===== config.mk =====
export PLATFORM = sky130hd
export DESIGN_NAME = instr_mem_loader
export DESIGN_NICKNAME = d
export VERILOG_FILES = /design/src/rtl/instr_mem_loader.sv
export SDC_FILE = /design/constraint.sdc
export NUM_CORES = 1
export LEC_CHECK = 0
export CORE_MARGIN = 5
export CORE_UTILIZATION = 40
export CTS_CLUSTER_SIZE = 30
export DETAILED_ROUTE_END_ITERATION = 8
export PLACE_DENSITY = 0.7
export RECOVER_POWER = 50
export SYNTH_ARGS = -nofsm -noshare
export SYNTH_HDL_FRONTEND = slang
export SYNTH_SLANG_ARGS = --single-unit

===== constraint.sdc =====
create_clock -name Clk -period 2 [get_ports Clk]
set_input_delay 0.2 -clock Clk [delete_from_list [all_inputs] [get_ports Clk]]
set_output_delay 0.2 -clock Clk [all_outputs]
set_load 0.02 [all_outputs]

===== src/rtl/instr_mem_loader.sv =====
// Instruction memory loader: takes a 16-bit big-endian word count and then big-endian
// 32-bit words from a byte stream, and writes them to consecutive word-aligned addresses.
module instr_mem_loader #(
    parameter int ADDR_W = 8
) (
    input  logic        Clk,
    input  logic        R,
    input  logic        start,
    input  logic [7:0]  in_data,
    input  logic        in_valid,
    output logic        in_ready,
    output logic        mem_we,
    output logic [31:0] mem_addr,
    output logic [31:0] mem_wdata,
    output logic        cpu_hold,
    output logic        done,
    output logic        error
);

    localparam logic [16:0] CAP = 17'(1) << ADDR_W;

    typedef enum logic [2:0] {
        S_IDLE, S_HDR_HI, S_HDR_LO, S_DATA, S_WRITE, S_DONE
    } state_t;

    state_t      r_state, w_state_nxt;
    logic        r_in_ready, r_mem_we, r_cpu_hold, r_done, r_error;
    logic [31:0] r_mem_addr, r_mem_wdata;
    logic [7:0]  r_cnt_hi;
    logic [15:0] r_remain;
    logic [16:0] r_widx;
    logic [1:0]  r_bidx;
    logic        w_accept;
    logic [15:0] w_count;

    assign w_accept = in_valid && r_in_ready;
    assign w_count  = {r_cnt_hi, in_data};

    always_ff @(posedge Clk) begin
        if (!R) r_state <= S_IDLE;
        else    r_state <= w_state_nxt;
    end

    always_comb begin
        w_state_nxt = r_state;
        case (r_state)
            S_IDLE:   if (start) w_state_nxt = S_HDR_HI;
            S_HDR_HI: if (w_accept) w_state_nxt = S_HDR_LO;
            S_HDR_LO: if (w_accept) w_state_nxt = (w_count == 16'd0) ? S_DONE : S_DATA;
            S_DATA:   if (w_accept && r_bidx == 2'd3) w_state_nxt = S_WRITE;
            S_WRITE:  w_state_nxt = (r_remain == 16'd1) ? S_DONE : S_DATA;
            S_DONE:   if (start) w_state_nxt = S_HDR_HI;
            default:  w_state_nxt = S_IDLE;
        endcase
    end

    // Outputs are registered from the next state so they line up with the state they describe.
    always_ff @(posedge Clk) begin
        if (!R) begin
            r_in_ready  <= 1'b0;
            r_mem_we    <= 1'b0;
            r_mem_addr  <= '0;
            r_mem_wdata <= '0;
            r_cpu_hold  <= 1'b1;
            r_done      <= 1'b0;
            r_error     <= 1'b0;
            r_cnt_hi    <= '0;
            r_remain    <= '0;
            r_widx      <= '0;
            r_bidx      <= '0;
        end else begin
            r_in_ready <= (w_state_nxt == S_HDR_HI) || (w_state_nxt == S_HDR_LO) ||
                          (w_state_nxt == S_DATA);
            r_done     <= (w_state_nxt == S_DONE);
            r_cpu_hold <= (w_state_nxt != S_DONE);
            // Words past capacity are still consumed, just never strobed.
            r_mem_we   <= (w_state_nxt == S_WRITE) && (r_widx < CAP);
            case (r_state)
                S_IDLE, S_DONE: begin
                    if (start) begin
                        r_mem_addr <= '0;
                        r_bidx     <= '0;
                        r_widx     <= '0;
                        r_error    <= 1'b0;
                    end
                end
                S_HDR_HI: if (w_accept) r_cnt_hi <= in_data;
                S_HDR_LO: begin
                    if (w_accept) begin
                        r_remain <= w_count;
                        if ({1'b0, w_count} > CAP) r_error <= 1'b1;
                    end
                end
                S_DATA: begin
                    if (w_accept) begin
                        r_mem_wdata[{~r_bidx, 3'b000} +: 8] <= in_data;
                        r_bidx <= r_bidx + 2'd1;
                    end
                end
                S_WRITE: begin
                    r_mem_addr <= r_mem_addr + 32'd4;
                    r_remain   <= r_remain - 16'd1;
                    r_widx     <= r_widx + 17'd1;
                end
                default: ;
            endcase
        end
    end

    assign in_ready  = r_in_ready;
    assign mem_we    = r_mem_we;
    assign mem_addr  = r_mem_addr;
    assign mem_wdata = r_mem_wdata;
    assign cpu_hold  = r_cpu_hold;
    assign done      = r_done;
    assign error     = r_error;

endmodule

# [Yosys cells after proc, flatten, opt, wreduce, memory -nomap -nowiden]
# Cells that the tools add are included.
# W data, S select, Z words.
[word_totals] inputBits=12 word_cells=78 out_inout_bits=69 register_bits=115
[op_classes] reduce_logical=18 add_sub_neg=5 shifts=2 n_lt_le_gt_ge=2 n_eq_ne=17 mux=21 bitwise_logic=1
[op_table] operator="$pmux W32 S2" n=1
[op_table] operator="$pmux W17 S2" n=1
[op_table] operator="$add A32 B3 Y32 const B" n=1
[op_table] operator="$bwmux W32" n=1
[op_table] operator="$mux W32" n=1
[op_table] operator="$pmux W16 S2" n=1
[op_table] operator="$shift A8 B7 Y32 const A" n=1
[op_table] operator="$shiftx A8 B7 Y32" n=1
[op_table] operator="$mux W3" n=6
[op_table] operator="$add A17 B1 Y17 const B" n=1
[op_table] operator="$lt A17 B9 Y1 const B" n=1
[op_table] operator="$mux W17" n=1
[op_table] operator="$eq A16 B1 Y1 const B" n=1
[op_table] operator="$gt A16 B9 Y1 const B" n=1
[op_table] operator="$logic_not A16 Y1" n=1
[op_table] operator="$mux W16" n=1
[op_table] operator="$sub A16 B1 Y16 const B" n=1
[op_table] operator="$pmux W3 S5" n=1
[op_table] operator="$eq A3 B2 Y1 const B" n=4
[op_table] operator="$eq A3 B3 Y1 const B" n=4
[op_table] operator="$reduce_and A2 Y1" n=4
[op_table] operator="$reduce_bool A2 Y1" n=4
[op_table] operator="$neg A5 Y7" n=1
[op_table] operator="$eq A3 B1 Y1 const B" n=2
[op_table] operator="16 further kinds" n=24

# [Depth between registers and ports, before layout]
[logic_depth] word_depth=7 ltp_mapped=8 depth_no_buf=7

# [Worst setup path after synthesis]
# Ideal clock, no wire load.
[synth_path] path_kind="flip-flop to flip-flop" from="register r_state[0]" to="register r_mem_addr[29] (netlist: mem_addr[29])" required_time_ps=1941 setup_time_ps=59 path_buffers=2 path_stages_with_launch=8 slack_ps=75 arrival_time_ps=1865 period_less_slack_ps=1925 cell_sequence="dfxtp_1 > buf_6 > or3b_1 > buf_6 > nor3_4 > nand4_4 > or4_1 > nand2_1"
[synth_via] elab_chain_len=4 word_cells_on_any_way=8 classes_between="eq/ne (3); mux (1); reduce/logical (4)"
[synth_rtl] element="start, declared" line_no="26" text="state_t r_state, w_state_nxt;"
[synth_rtl] element="start signal, assigned" line_no="41" text="else r_state <= w_state_nxt;"
[synth_rtl] element="$eq A3 B3 Y1 / $logic_not A3 Y1 (equally long branches)" line_no="78" text="case (r_state)"
[synth_rtl] element="$reduce_or A2 Y1 (no line)"
[synth_rtl] element="$ne A2 B1 Y1 (no line) / $reduce_bool A2 Y1 (equally long branches)"
[synth_rtl] element="$reduce_and A2 Y1 (no line)"
[synth_rtl] element="end signal, assigned" line_no="101" text="r_mem_addr <= r_mem_addr + 32'd4;"
[synth_rtl] element="end, declared" line_no="28" text="logic [31:0] r_mem_addr, r_mem_wdata;"
# Parallel ways exist; a longest one is shown, timed or not.
# A chain may end at the register's enable or synchronous reset.

# [Worst setup path in the final report]
[layout_path] from="register r_remain[0]" to="register r_remain[4]"
[layout_via] elab_chain_len=2
[layout_rtl] element="start, declared" line_no="30" text="logic [15:0] r_remain;"
[layout_rtl] element="start signal, assigned" line_no="90" text="r_remain <= w_count;"
[layout_rtl] element="start signal, assigned" line_no="102" text="r_remain <= r_remain - 16'd1;"
[layout_rtl] element="$sub A16 B1 Y16" line_no="102"
[layout_rtl] element="$pmux W16 S2" line_no="78"
# No other way between the ends.

==> impl_summary.txt <==
----------------------------------------------------
[Global routing]
  Global routing usage summed across all routing layers ... between 10% and 20%
  Initial antenna violation count ... 0
  Largest net degree at the start of global routing ... 35
  Wire length of the first global-routing pass ... 24,300 um
  Via count of the first global-routing pass ... 5,165
  Remaining global-route overflow ... 0

[Setup path]
  Cell with the largest stage delay on the worst path ... sky130_fd_sc_hd__or3b_2
  Critical path class ... reg2reg
  Crit path DAT ... 2.15 ns
  Worst reg-to-reg setup slack ... approximately 0.12 ns
  Startpoint of the most critical register-to-register path ... r_remain[0]$_SDFFE_PN0P_
  Maximum fanout along the worst path ... 4
  Buffers & Inverters on Critical Path ... 1
  Required time of the worst setup path ... 2.27 ns
  Critical Path, Cell by Cell ... inv_1, ha_1, or3b_2, nand2_1, a21oi_1, a2111oi_0
  Delay contributed by the slowest stage of the critical path ... 0.48 ns
  Worst r2r dst ... r_remain[4]$_SDFFE_PN0P_
  Cell family contributing the most delay on the critical path ... simple AND/OR/NAND/NOR gates
  Number of cells on the worst reg-to-reg path ... 6
  Startpoint class of the critical path ... flop
  Critical path endpoint category ... flop

[Place]
  Post-placement worst setup slack ... -0.159 ns
  Number of input and output port buffers inserted ... roughly 80
  DP HPWL ... 10,500 um
  Final RePlAce weighted congestion ... 0.880

[Yosys]
  Cells after synthesis ... 642
  Share of synthesized registers carrying an async set or reset ... 0%
  Ys flop type ... sky130_fd_sc_hd__dfxtp_1
  Synthesis-stage register bit count ... 113
  Count of cell types in the netlist ... 59
  Number of synthesized flops with an enable pin ... 0
  Share of synthesized area occupied by flip-flops and latches ... 43.5%
  Synthesized cell area ... 5200 sq um
  Total number of yosys warnings ... 0
  Average cell area after synthesis ... slightly above 8 sq um

[Route]
  Final ANT Viol Nets ... 0
  Remaining routing DRC violations ... 0
  Detail-routed net length per standard cell ... 15.8 um
  Initial detailed-routing violation count ... 414
  Avg Vias per Cell ... 5.61
  Drt first pass iters ... 5
  Via count ... 5,288
  Wirelength, routed ... 14,900 um

[Hold path]
  Worst hold path endpoint ... mem_wdata[18]$_SDFFE_PN0P_
  Number of cells on the worst hold path ... 2
  Worst Min Path Start ... mem_wdata[18]$_SDFFE_PN0P_
  Worst Hold Class ... reg2reg

[Layout]
  Layout net count ... between 700 and 800
  Most frequent cells in the layout ... sky130_fd_sc_hd__dfxtp_1 (113), sky130_fd_sc_hd__nand2_1 (87), sky130_fd_sc_hd__a21oi_1 (81)
  Post-route core utilization ... 55.9%
  Relative area change from synthesis to final layout ... 36.3%
  Fraction of final layout cells sized beyond drive strength 1 ... between 10% and 20%
  Antenna diode count ... 0
  Most common cell after layout, fill and taps aside ... sky130_fd_sc_hd__dfxtp_1

[Run status]
  Run status ... finished, final reports clean

[Timing]
  Worst slew slack as a fraction of its limit ... 59.6%
  Clock Skew ... 0.00739 ns
  Part of the cycle the worst path needs ... between 90% and 100%
  Worst setup margin ... 0.124 ns
  Setup repair after global routing missed its margin ... no
  Final critical path time including I/O delays and setup ... 1.88 ns
  Max-slew violation count ... 0
  Max Clk Rate ... 533 MHz
  Setup tns final ... 0 ns
  Count of endpoints failing setup in the final report ... 0
  Tightest Pin Transition ... ~0.6 ns
  Hold Vio Cnt, Final ... 0

[CTS]
  Total clock buffers created by CTS ... 17
  Clock-pin slew on the worst setup and hold paths ... 0.05 ns
  Clock net sink count ... between 100 and 150
  Number of levels the H-tree was split into ... 4
  Master cell of the clock root buffer ... sky130_fd_sc_hd__clkbuf_16
  Skew-Pair Late Insertion Delay ... around 0.41 ns
  TritonCTS clock tree ... yes
  CTS max path bufs ... 2
  Number of buffers added for setup after CTS ... 0

[Floorplanning]
  Area of the core ... 12,700 sq um
  Total die area ... 15,400 sq um
  Die H ... 124 um
  Starting density of the core ... between 40% and 50%
  Width of the die ... 124 um
  Num ports ... 81
  Rows ... 41

[Power and ir drop]
  Power density of the placed cells ... a little over 800 nW/um^2
  Leakage ... around 0.0027 uW
  Worst voltage drop across the vdd grid ... 0.000540 V

[Run]
  Max-capacitance violation count ... 0

----------------------------------------------------
what timing repair did:
action | 4_1_cts | 5_1_grt
gates resized for setup | 1 | 4
hold buffers | 0 | 0
endpoints found under the setup margin | 2 | 9
pin swaps | 0 | 1
worst register-to-register path: cells and delay by family, from the launching register on:
family | cells | cell delay, ns
DFF | 1 | 0.34
and+or+nand+nor | 2 | 0.57
adders and majority gates | 1 | 0.23
buffers and inverters | 1 | 0.14
AOI/OAI and AO/OA | 2 | 0.47
through the flow:
step	cells	hold slack, ns	power [uW]	area [sq um]
finish	943	0.450	5780	7090
global route	943	0.468	5950	7090
CTS	943	0.457	5810	7100
detailed placement	913	0.444	2670	6480
global placement	913	0.441	2670	6480
floorplan	643	0.336	2510	5200
worst max-delay path by stage:
stage | depth (start not counted) | to | slack, ns | start
CTS | 6 | r_widx[12]$_SDFFE_PN0P_ | 0.02 | r_state[0]$_SDFF_PN0_
floorplan | 7 | mem_addr[29]$_SDFFE_PN0P_ | 0.08 | r_state[0]$_SDFF_PN0_
global route | 5 | r_widx[11]$_SDFFE_PN0P_ | 0.007 | r_widx[4]$_SDFFE_PN0P_
global placement | 6 | cpu_hold$_SDFF_PN1_ | -0.17 | in_data[3]
finish | 6 | r_remain[4]$_SDFFE_PN0P_ | 0.12 | r_remain[0]$_SDFFE_PN0P_
detailed placement | 6 | cpu_hold$_SDFF_PN1_ | -0.16 | in_data[3]
report_power, final:
group          switching (uW)  leakage (uW)  internal, uW
clock                    1030      0.000296          2120
combinational             219       0.00150           119
sequential               15.4      0.000911          2270
flip-flops by register name, indices dropped and copies added, names as in the netlist:
register / cells
error: 1
mem_addr: 30
mem_wdata: 32
mem_we: 1
in_ready: 1
r_widx: 17
r_remain: 16
r_bidx: 2
done: 1
r_cnt_hi: 8
cpu_hold: 1
r_state: 3
cells by family after synthesis:
kind of cell | count (synthesis) | share of synthesized area, %
compound gates | 160 | 18.5
xor+xnor | 8 | 1.35
fa+ha+maj | 8 | 1.93
buf+inv | 45 | 3.80
flops | 113 | 43.5
mux | 8 | 1.64
other cells | 1 | 0.0721
simple gates | 299 | 29.2
cell usage after synthesis, drive strengths merged (2+ instances only):
| master | number | area, sq um |
|---|---|---|
| xnor2 | 5 | 43.8 |
| and2 | 6 | 37.5 |
| and4 | 2 | 17.5 |
| nand2b | 5 | 31.3 |
| nand2 | 87 | 327 |
| nor3b | 3 | 27.5 |
| nand4b | 4 | 35.0 |
| o41ai | 3 | 26.3 |
| o211ai | 10 | 75.1 |
| nand3b | 2 | 15.0 |
| nor4 | 11 | 90.1 |
| xor2 | 3 | 26.3 |
| o21ai | 25 | 125 |
| nand3 | 55 | 275 |
| inv | 13 | 48.8 |
| mux2i | 4 | 40.0 |
| o31ai | 4 | 30.0 |
| mux2 | 4 | 45.0 |
| and3 | 9 | 56.3 |
| a2bb2oi | 3 | 26.3 |
| or4 | 7 | 52.6 |
| a311oi | 3 | 26.3 |
| dfxtp | 113 | 2260 |
| a21oi | 81 | 405 |
| nor3 | 18 | 106 |
| nand4 | 18 | 128 |
| o311ai | 3 | 26.3 |
| or3 | 4 | 25.0 |
| ha | 8 | 100 |
| o21a | 4 | 30.0 |
| a221oi | 2 | 17.5 |
| buf | 10 | 66.3 |
| a22oi | 2 | 15.0 |
| a211oi | 5 | 37.5 |
| a21o | 2 | 15.0 |
| nor2 | 57 | 214 |
| clkbuf | 22 | 82.6 |
| or2 | 6 | 37.5 |
| a31oi | 4 | 25.0 |
| a31o | 4 | 35.0 |
| nor4b | 2 | 17.5 |
| or3b | 2 | 17.5 |
cell type report:
class | count | area [sq um]
clock inverters | 11 | 163
clock buffers | 19 | 453
flip-flops and latches | 113 | 2260
repair buffers | 130 | 1180
multi-input cells | 485 | 2760
well taps | 172 | 215
fillers | 1169 | 5590
inverters | 13 | 48.8
routing by layer:
metal | vias up | GRT usage, % | part of all wire (%)
li1 | 2570 | - | -
met1 | 2547 | 23.6 | 43
met2 | 152 | 34.7 | 50
met3 | 19 | 5.36 | 5.9
met4 | 0 | 6.78 | 1.4
met5 | - | 0 | 0
Power figures use the tool's default switching activity.
